<file path="src/rtl/seg7_reader.sv">
// seg7_reader: watches an active-low 7-segment bus, waits for the pattern to
// be stable, decodes it back to a 3-bit digit code and offers it on a
// valid/ready handshake. Stable patterns that match no code raise a one-cycle
// bad_pattern pulse instead.
//
// Parameters:
//   STABLE_CYCLES  - consecutive matching samples before evaluation (1..255)
//   REPORT_REPEATS - 0: drop a report equal to the last accepted code
//                    1: report every newly stable pattern
//
// Optional feature macro: SEG7_READER_ERR_CNT_EN
//   defined     - err_count is a saturating count of bad_pattern pulses
//   not defined - err_count is tied to 8'h00
//
// Ports:
//   clk         in   system clock, rising edge
//   rst_n       in   asynchronous active-low reset
//   seg_in      in   [6:0] segment bus, active-low
//   data_out    out  [2:0] decoded digit code
//   valid       out  data_out holds a new code
//   ready       in   downstream accepts (transfer on valid && ready)
//   bad_pattern out  one-cycle pulse: stable pattern matched no code
//   err_count   out  [7:0] saturating bad_pattern count
module seg7_reader #(
  parameter int unsigned STABLE_CYCLES  = 4,
  parameter bit          REPORT_REPEATS = 1'b0
) (
  input  logic       clk,
  input  logic       rst_n,
  input  logic [6:0] seg_in,
  output logic [2:0] data_out,
  output logic       valid,
  input  logic       ready,
  output logic       bad_pattern,
  output logic [7:0] err_count
);

  localparam int unsigned SegW  = 7;
  localparam int unsigned CodeW = 3;
  localparam int unsigned CntW  = 8;
  localparam int unsigned ErrW  = 8;

  localparam logic [CntW-1:0] CntMax = CntW'(STABLE_CYCLES);

  typedef enum logic {
    IDLE = 1'b0,
    HOLD = 1'b1
  } state_e;

  state_e            state_q, state_d;
  logic [SegW-1:0]   samp_q, samp_d;
  logic [CntW-1:0]   cnt_q, cnt_d;
  logic              dirty_q, dirty_d;
  logic              last_vld_q, last_vld_d;
  logic [CodeW-1:0]  last_code_q, last_code_d;
  logic [CodeW-1:0]  data_q, data_d;
  logic              valid_q, valid_d;
  logic              bad_q, bad_d;

  logic              dec_hit;
  logic [CodeW-1:0]  dec_code;
  logic              eval_now;

  // Exact 7-bit match against the decoder's output table.
  function automatic logic [CodeW:0] decode(input logic [SegW-1:0] seg);
    logic [CodeW:0] res;
    res = '0;
    case (seg)
      7'h01:   res = {1'b1, 3'd0};
      7'h4f:   res = {1'b1, 3'd1};
      7'h12:   res = {1'b1, 3'd2};
      7'h06:   res = {1'b1, 3'd3};
      7'h4c:   res = {1'b1, 3'd4};
      7'h24:   res = {1'b1, 3'd5};
      7'h60:   res = {1'b1, 3'd6};
      7'h0f:   res = {1'b1, 3'd7};
      default: res = '0;
    endcase
    return res;
  endfunction

  // Decode the registered sample; it equals seg_in whenever it is evaluated.
  always_comb begin
    {dec_hit, dec_code} = decode(samp_q);
  end

  // A pattern is ready for evaluation once it has been seen unchanged long enough.
  always_comb begin
    eval_now = dirty_q && (cnt_q == CntMax) && (samp_q == seg_in);
  end

  // Next-state logic: sampler runs in both states, FSM handles report/handshake.
  always_comb begin
    state_d     = state_q;
    samp_d      = samp_q;
    cnt_d       = cnt_q;
    dirty_d     = dirty_q;
    last_vld_d  = last_vld_q;
    last_code_d = last_code_q;
    data_d      = data_q;
    valid_d     = valid_q;
    bad_d       = 1'b0;

    if (seg_in != samp_q) begin
      samp_d  = seg_in;
      cnt_d   = '0;
      dirty_d = 1'b1;
    end else if (cnt_q != CntMax) begin
      cnt_d = cnt_q + CntW'(1);
    end

    case (state_q)
      IDLE: begin
        if (eval_now) begin
          dirty_d = 1'b0;
          if (dec_hit) begin
            // A known code equal to the last accepted one is dropped unless repeats are wanted.
            if (REPORT_REPEATS || !last_vld_q || (dec_code != last_code_q)) begin
              data_d  = dec_code;
              valid_d = 1'b1;
              state_d = HOLD;
            end
          end else begin
            bad_d = 1'b1;
          end
        end
      end
      HOLD: begin
        if (valid_q && ready) begin
          valid_d     = 1'b0;
          last_code_d = data_q;
          last_vld_d  = 1'b1;
          state_d     = IDLE;
        end
      end
      default: begin
        state_d = IDLE;
        valid_d = 1'b0;
      end
    endcase
  end

  // State and output registers.
  always_ff @(posedge clk or negedge rst_n) begin
    if (!rst_n) begin
      state_q     <= IDLE;
      samp_q      <= 7'h7f;
      cnt_q       <= '0;
      dirty_q     <= 1'b0;
      last_vld_q  <= 1'b0;
      last_code_q <= '0;
      data_q      <= '0;
      valid_q     <= 1'b0;
      bad_q       <= 1'b0;
    end else begin
      state_q     <= state_d;
      samp_q      <= samp_d;
      cnt_q       <= cnt_d;
      dirty_q     <= dirty_d;
      last_vld_q  <= last_vld_d;
      last_code_q <= last_code_d;
      data_q      <= data_d;
      valid_q     <= valid_d;
      bad_q       <= bad_d;
    end
  end

  assign data_out    = data_q;
  assign valid       = valid_q;
  assign bad_pattern = bad_q;

`ifdef SEG7_READER_ERR_CNT_EN
  logic [ErrW-1:0] err_q, err_d;

  // Counts alongside the bad_pattern pulse, sticking at all-ones.
  always_comb begin
    err_d = err_q;
    if (bad_d && (err_q != {ErrW{1'b1}})) begin
      err_d = err_q + ErrW'(1);
    end
  end

  always_ff @(posedge clk or negedge rst_n) begin
    if (!rst_n) begin
      err_q <= '0;
    end else begin
      err_q <= err_d;
    end
  end

  assign err_count = err_q;
`else
  assign err_count = ErrW'(0);
`endif

endmodule

</file>
<file path="config.mk">
export PLATFORM = sky130hd
export DESIGN_NAME = seg7_reader
export DESIGN_NICKNAME = d
export VERILOG_FILES = /design/src/rtl/seg7_reader.sv
export SDC_FILE = /design/constraint.sdc
export NUM_CORES = 1
export LEC_CHECK = 0
export ABC_AREA = 1
export BUFFER_PORTS_ARGS = -buffer_cell sky130_fd_sc_hd__buf_2
export CAP_MARGIN = 10
export CORE_UTILIZATION = 60
export CTS_CLUSTER_SIZE = 28
export DETAILED_ROUTE_END_ITERATION = 6
export MAX_ROUTING_LAYER = met4
export PLACE_DENSITY = 0.84
export SLEW_MARGIN = 10
export SYNTH_ARGS = -nofsm -noshare
export SYNTH_HDL_FRONTEND = slang
export SYNTH_SLANG_ARGS = --single-unit
</file>
<file path="constraint.sdc">
create_clock -name clk -period 3.75 [get_ports clk]
set_input_delay 0.1875 -clock clk [delete_from_list [all_inputs] [get_ports clk]]
set_output_delay 0.1875 -clock clk [all_outputs]
set_load 0.05 [all_outputs]
</file>
### Word level (Yosys, flattened, before mapping)

Cells that the tools add are included.

* bitwise logic cells: 1
* mux-type cells: 19
* add/subtract/negate cells: 1
* reductions and logical operators: 9
* equal/unequal tests: 17

Operators with widths (number)
* $pmux 4 s8: 1
* $eq 7x7->1 const B: 3
* $mux 8: 2
* $mux 1: 14
* $add 8x1->8 const B: 1
* $eq 8x3->1 const B: 1
* $ne 8x3->1 const B: 1
* $reduce_and 4->1: 2
* $eq 7x1->1 const B: 1
* $eq 7x3->1 const B: 1
* $eq 7x4->1 const B: 1
* $eq 7x5->1 const B: 1
* $eq 7x6->1 const B: 1
* $eq 7x7->1: 1
* $ne 7x7->1: 1
* $ne 2x2->1 const B: 3
* $pmux 1 s2: 2
* $logic_and 1x1->1: 3
* $ne 3x3->1: 1
* $ne 2x1->1 const B: 1
* $reduce_and 2->1: 1
* $reduce_bool 2->1: 1
* $logic_not 1->1: 1
* $logic_or 1x1->1: 1
* $not 1->1: 1

* word-level logic and storage cells: 56
* bits in registers: 26
* bits of input ports: 10

### Depth between registers and ports, before layout

* depth in word-level cells: 8
* gate-level depth with buffers: 13
* mapped depth without buffers: 13

### Worst setup path after synthesis

Ideal clock, no wire load.

* path kind: flip-flop to flip-flop
* start: register cnt_q[0]
* end: register data_q[0] (netlist: data_out[0])
* setup slack: 2.194 ns
* stages on the path, launching flop included: 12
* arrival: 1.437 ns
* data required time: 3.631 ns
* path buffers: 0
* cell sequence: dfrtp_1 inv_1 ha_1 nand2_1 nor2_1 nand2_1 nor3b_2 nand2_1 nor2_2 nand2_4 nand2_1 nand2_1

* word-level cells in the longest chain between the ends: 4

RTL lines
* from (decl): RTL line 52 `logic [CntW-1:0] cnt_q, cnt_d;`
* from (signal assigned): RTL line 158 `cnt_q <= cnt_d;`
* $eq 8x3->1: RTL line 89 `eval_now = dirty_q && (cnt_q == CntMax) && (samp_q == seg_in);`
* $logic_and 1x1->1 (2 in a row): RTL line 89
* $reduce_and 4->1 (no line)
* to (signal assigned): RTL line 162 `data_q <= data_d;`
* to (decl): RTL line 56 `logic [CodeW-1:0] data_q, data_d;`

Every way passes these cells.
A chain may end at the register's enable or synchronous reset.

### Worst setup path in the final report

* start: register cnt_q[0]
* end: register data_q[1] (netlist: data_out[1])

Same word-level chain as after synthesis.

==> metrics.yaml <==
synth_edf_count: 0
hold_class: "in -> reg"
vdd_drop_max_mv: 0.2103
drc_errors: 0
worstSetupPathType: "reg -> reg"
grt_pass1_wl_mm: 4.505
min_period_over_period_pct: 45.30
syn_area_per_cell_um2: 7.722
drive_gt1_share_pct: 20.95
die_w_um: 51.71
async_reset_ff_share_pct: 100.0
finalSetupViolCount: 0
synthTopCellsByArea: "dfrtp_1 32%, dfstp_2 12%, nand2_1 11%"
syn_inst: 192
synth-simple-area-share_pct: 32.24
hold_viol_final: 0
path_max_fanout: 5
cts_buffers: 3
cap_violations: 0
synthDistinctLibCells: 32
ant_nets: 0
endpoint_kind: "flip-flop"
synthXorXnorAreaFrac_pct: 3.544
grt_pass1_vias: 1099
status: "finished clean"
wl_mm: 2.618
cp-start-kind: "flip-flop"
synth_compound_area_share_pct: 5.907
die_h_um: 51.71
cts_setup_buffers: 0
synth-main-ff-cell: "dfrtp_1"
synth_top_family_by_area: "simple AND/OR/NAND/NOR gates"
start_util_pct: 65.15
area_growth_pct: 10.89
rsz0062_at_grt: "no"
skew_ps: 2.638
firstDrtPassIters: 4
tightest_slew_ps: 560.3
dr_total_vias: 1181
fin_crit_ps: 1699
cts.sinks: 26
cts_resized: 0
fin_tns_setup_ps: 0
layout_commonest_cell: "nand2_1"
required_ps: 3980
crit_arrival_ps: 1930
max_freq_mhz: 588.6
leakage_nw: 0.8248
wl_per_cell_um: 11.00
cts.path.max_buffers: 2
cts_tree: "built"
synth_largest_area_cell: "dfrtp_1"
final_nets: 223
portBuffers: 14
synth_fa_ha_area_share_pct: 1.688
die_area_mm2: 0.002674
relSlewSlack_pct: 62.64
ctsHtreeMaxLevel: 1
core_area_mm2: 0.002276
grtUsageTotal_pct: 23.37
synth_top_area_share_pct: 32.07
ys_seq_area_share_pct: 44.47
power.density_mw_per_mm2: 301.6
holdBufCountCts: 8
num_rows: 17
antenna_cells: 0
seq_area_um2: 659.4
drt_iter0_drc: 31
ys_seq_elements: 26
root_buffer: "clkbuf_4"
multiInputGateArea_um2: 673.1
cts.clk_slew.worst_paths_ps: 140
grt_overflow: 0
hold-worst-slack_ps: 106.3
num_io_pins: 23
synth_area_mm2: 0.001483
grt_max_degree: 27
ys_warn_count: 0
r2r_slack_ps: 2050
postLayoutCoreUtil_pct: 72.24
antenna_found_initial: 0
final_cell_mix: "45 x nand2_1, 22 x inv_1, 20 x nor2_1"
insertion_delay_ps: 320
hpwl_mm: 1.934
gp_congestion: 0.8841
yosys-mux-area-fraction_pct: 0
nFillCells: 179
avgViaCountPerCell: 4.962
drv_slew: 0
==> metrics by stage <==
| step | setup slack (ps) | instances | power, W | instance area, um2 |
|---|---|---|---|---|
| 2_1_floorplan | 2194 | 199 | 0.0003430 | 1509 |
| 3_3_place_gp | 2095 | 226 | 0.0003486 | 1528 |
| 3_5_place_dp | 2074 | 226 | 0.0003502 | 1528 |
| 4_1_cts | 2040 | 238 | 0.0004961 | 1644 |
| 5_1_grt | 1868 | 238 | 0.0005137 | 1644 |
| 6_report | 2051 | 238 | 0.0004959 | 1644 |
==> state kept, by name (all words and copies together) (netlist names) <==
register / count
cnt_q: 8
samp_q: 7
data_out: 3
last_code_q: 3
bad_pattern: 1
dirty_q: 1
last_vld_q: 1
state_q: 1
valid: 1
==> critical path: stages, from the launching register on <==
cell and delay (ps):
dfrtp_1 440, inv_1 90, ha_1 140, nand2_1 50, nor2_1 80, nand2_1 120, nor3b_2 170, nand2_1 90
nor2_2 230, nand2_4 90, nand2_1 60, nand2_1 50
==> cells by family (layout without fill, tap and decap cells) <==
kind of cell,after synthesis,count (layout)
fa+ha+maj,2,2
other cells,1,8
simple gates,103,103
xor+xnor,6,6
buf+inv,39,50
flops,26,26
compound gates,15,15
==> metal layers <==
| layer | GRT usage [%] | wire length (um) | vias to the layer above |
|---|---|---|---|
| li1 | - | - | 615 |
| met1 | 28.68 | 1191 | 541 |
| met2 | 40.26 | 1337 | 23 |
| met3 | 3.509 | 73 | 2 |
| met4 | 6.306 | 15 | 0 |
| met5 | - | 0 | - |
==> report_power, final <==
group	leakage (nW)	switching (W)	internal [W]	total, W
Combinational	0.486	0.0000401	0.0000183	0.0000583
Sequential	0.318	0.00000575	0.000288	0.000294
Clock	0.0210	0.0000847	0.0000594	0.000144
Total	0.825	0.000130	0.000365	0.000496
==> area by class of cell <==
class | count | area share [%]
multi-input cells | 134 | 40.94
inverters | 24 | 5.479
repair buffers | 22 | 9.132
well taps | 28 | 2.131
clock buffers | 4 | 2.207
flip-flops and latches | 26 | 40.11
==> synthesized netlist by cell type, types with 5 or more instances <==
| cell type | instances |
|---|---|
| nor3_1 | 5 |
| clkbuf_1 | 7 |
| nand3_1 | 11 |
| dfrtp_1 | 19 |
| buf_4 | 8 |
| inv_1 | 22 |
| nor2_1 | 20 |
| nand2_2 | 5 |
| nor2_2 | 8 |
| nand2_1 | 45 |
| dfstp_2 | 7 |
==> path summary, 6_finish.rpt <==
| kind | start | endpoint | cells past startpoint |
|---|---|---|---|
| setup / recovery | cnt_q[0] | data_out[1] | 11 |
| max in group asynchronous | rst_n | samp_q[3] | 2 |
| setup reg to reg | cnt_q[0] | data_out[1] | 11 |
| hold reg to reg | last_vld_q | last_vld_q | 1 |
| min in group asynchronous | rst_n | cnt_q[6] | 2 |
| hold / removal | ready | state_q | 4 |
(Power assumes the default switching activity.)
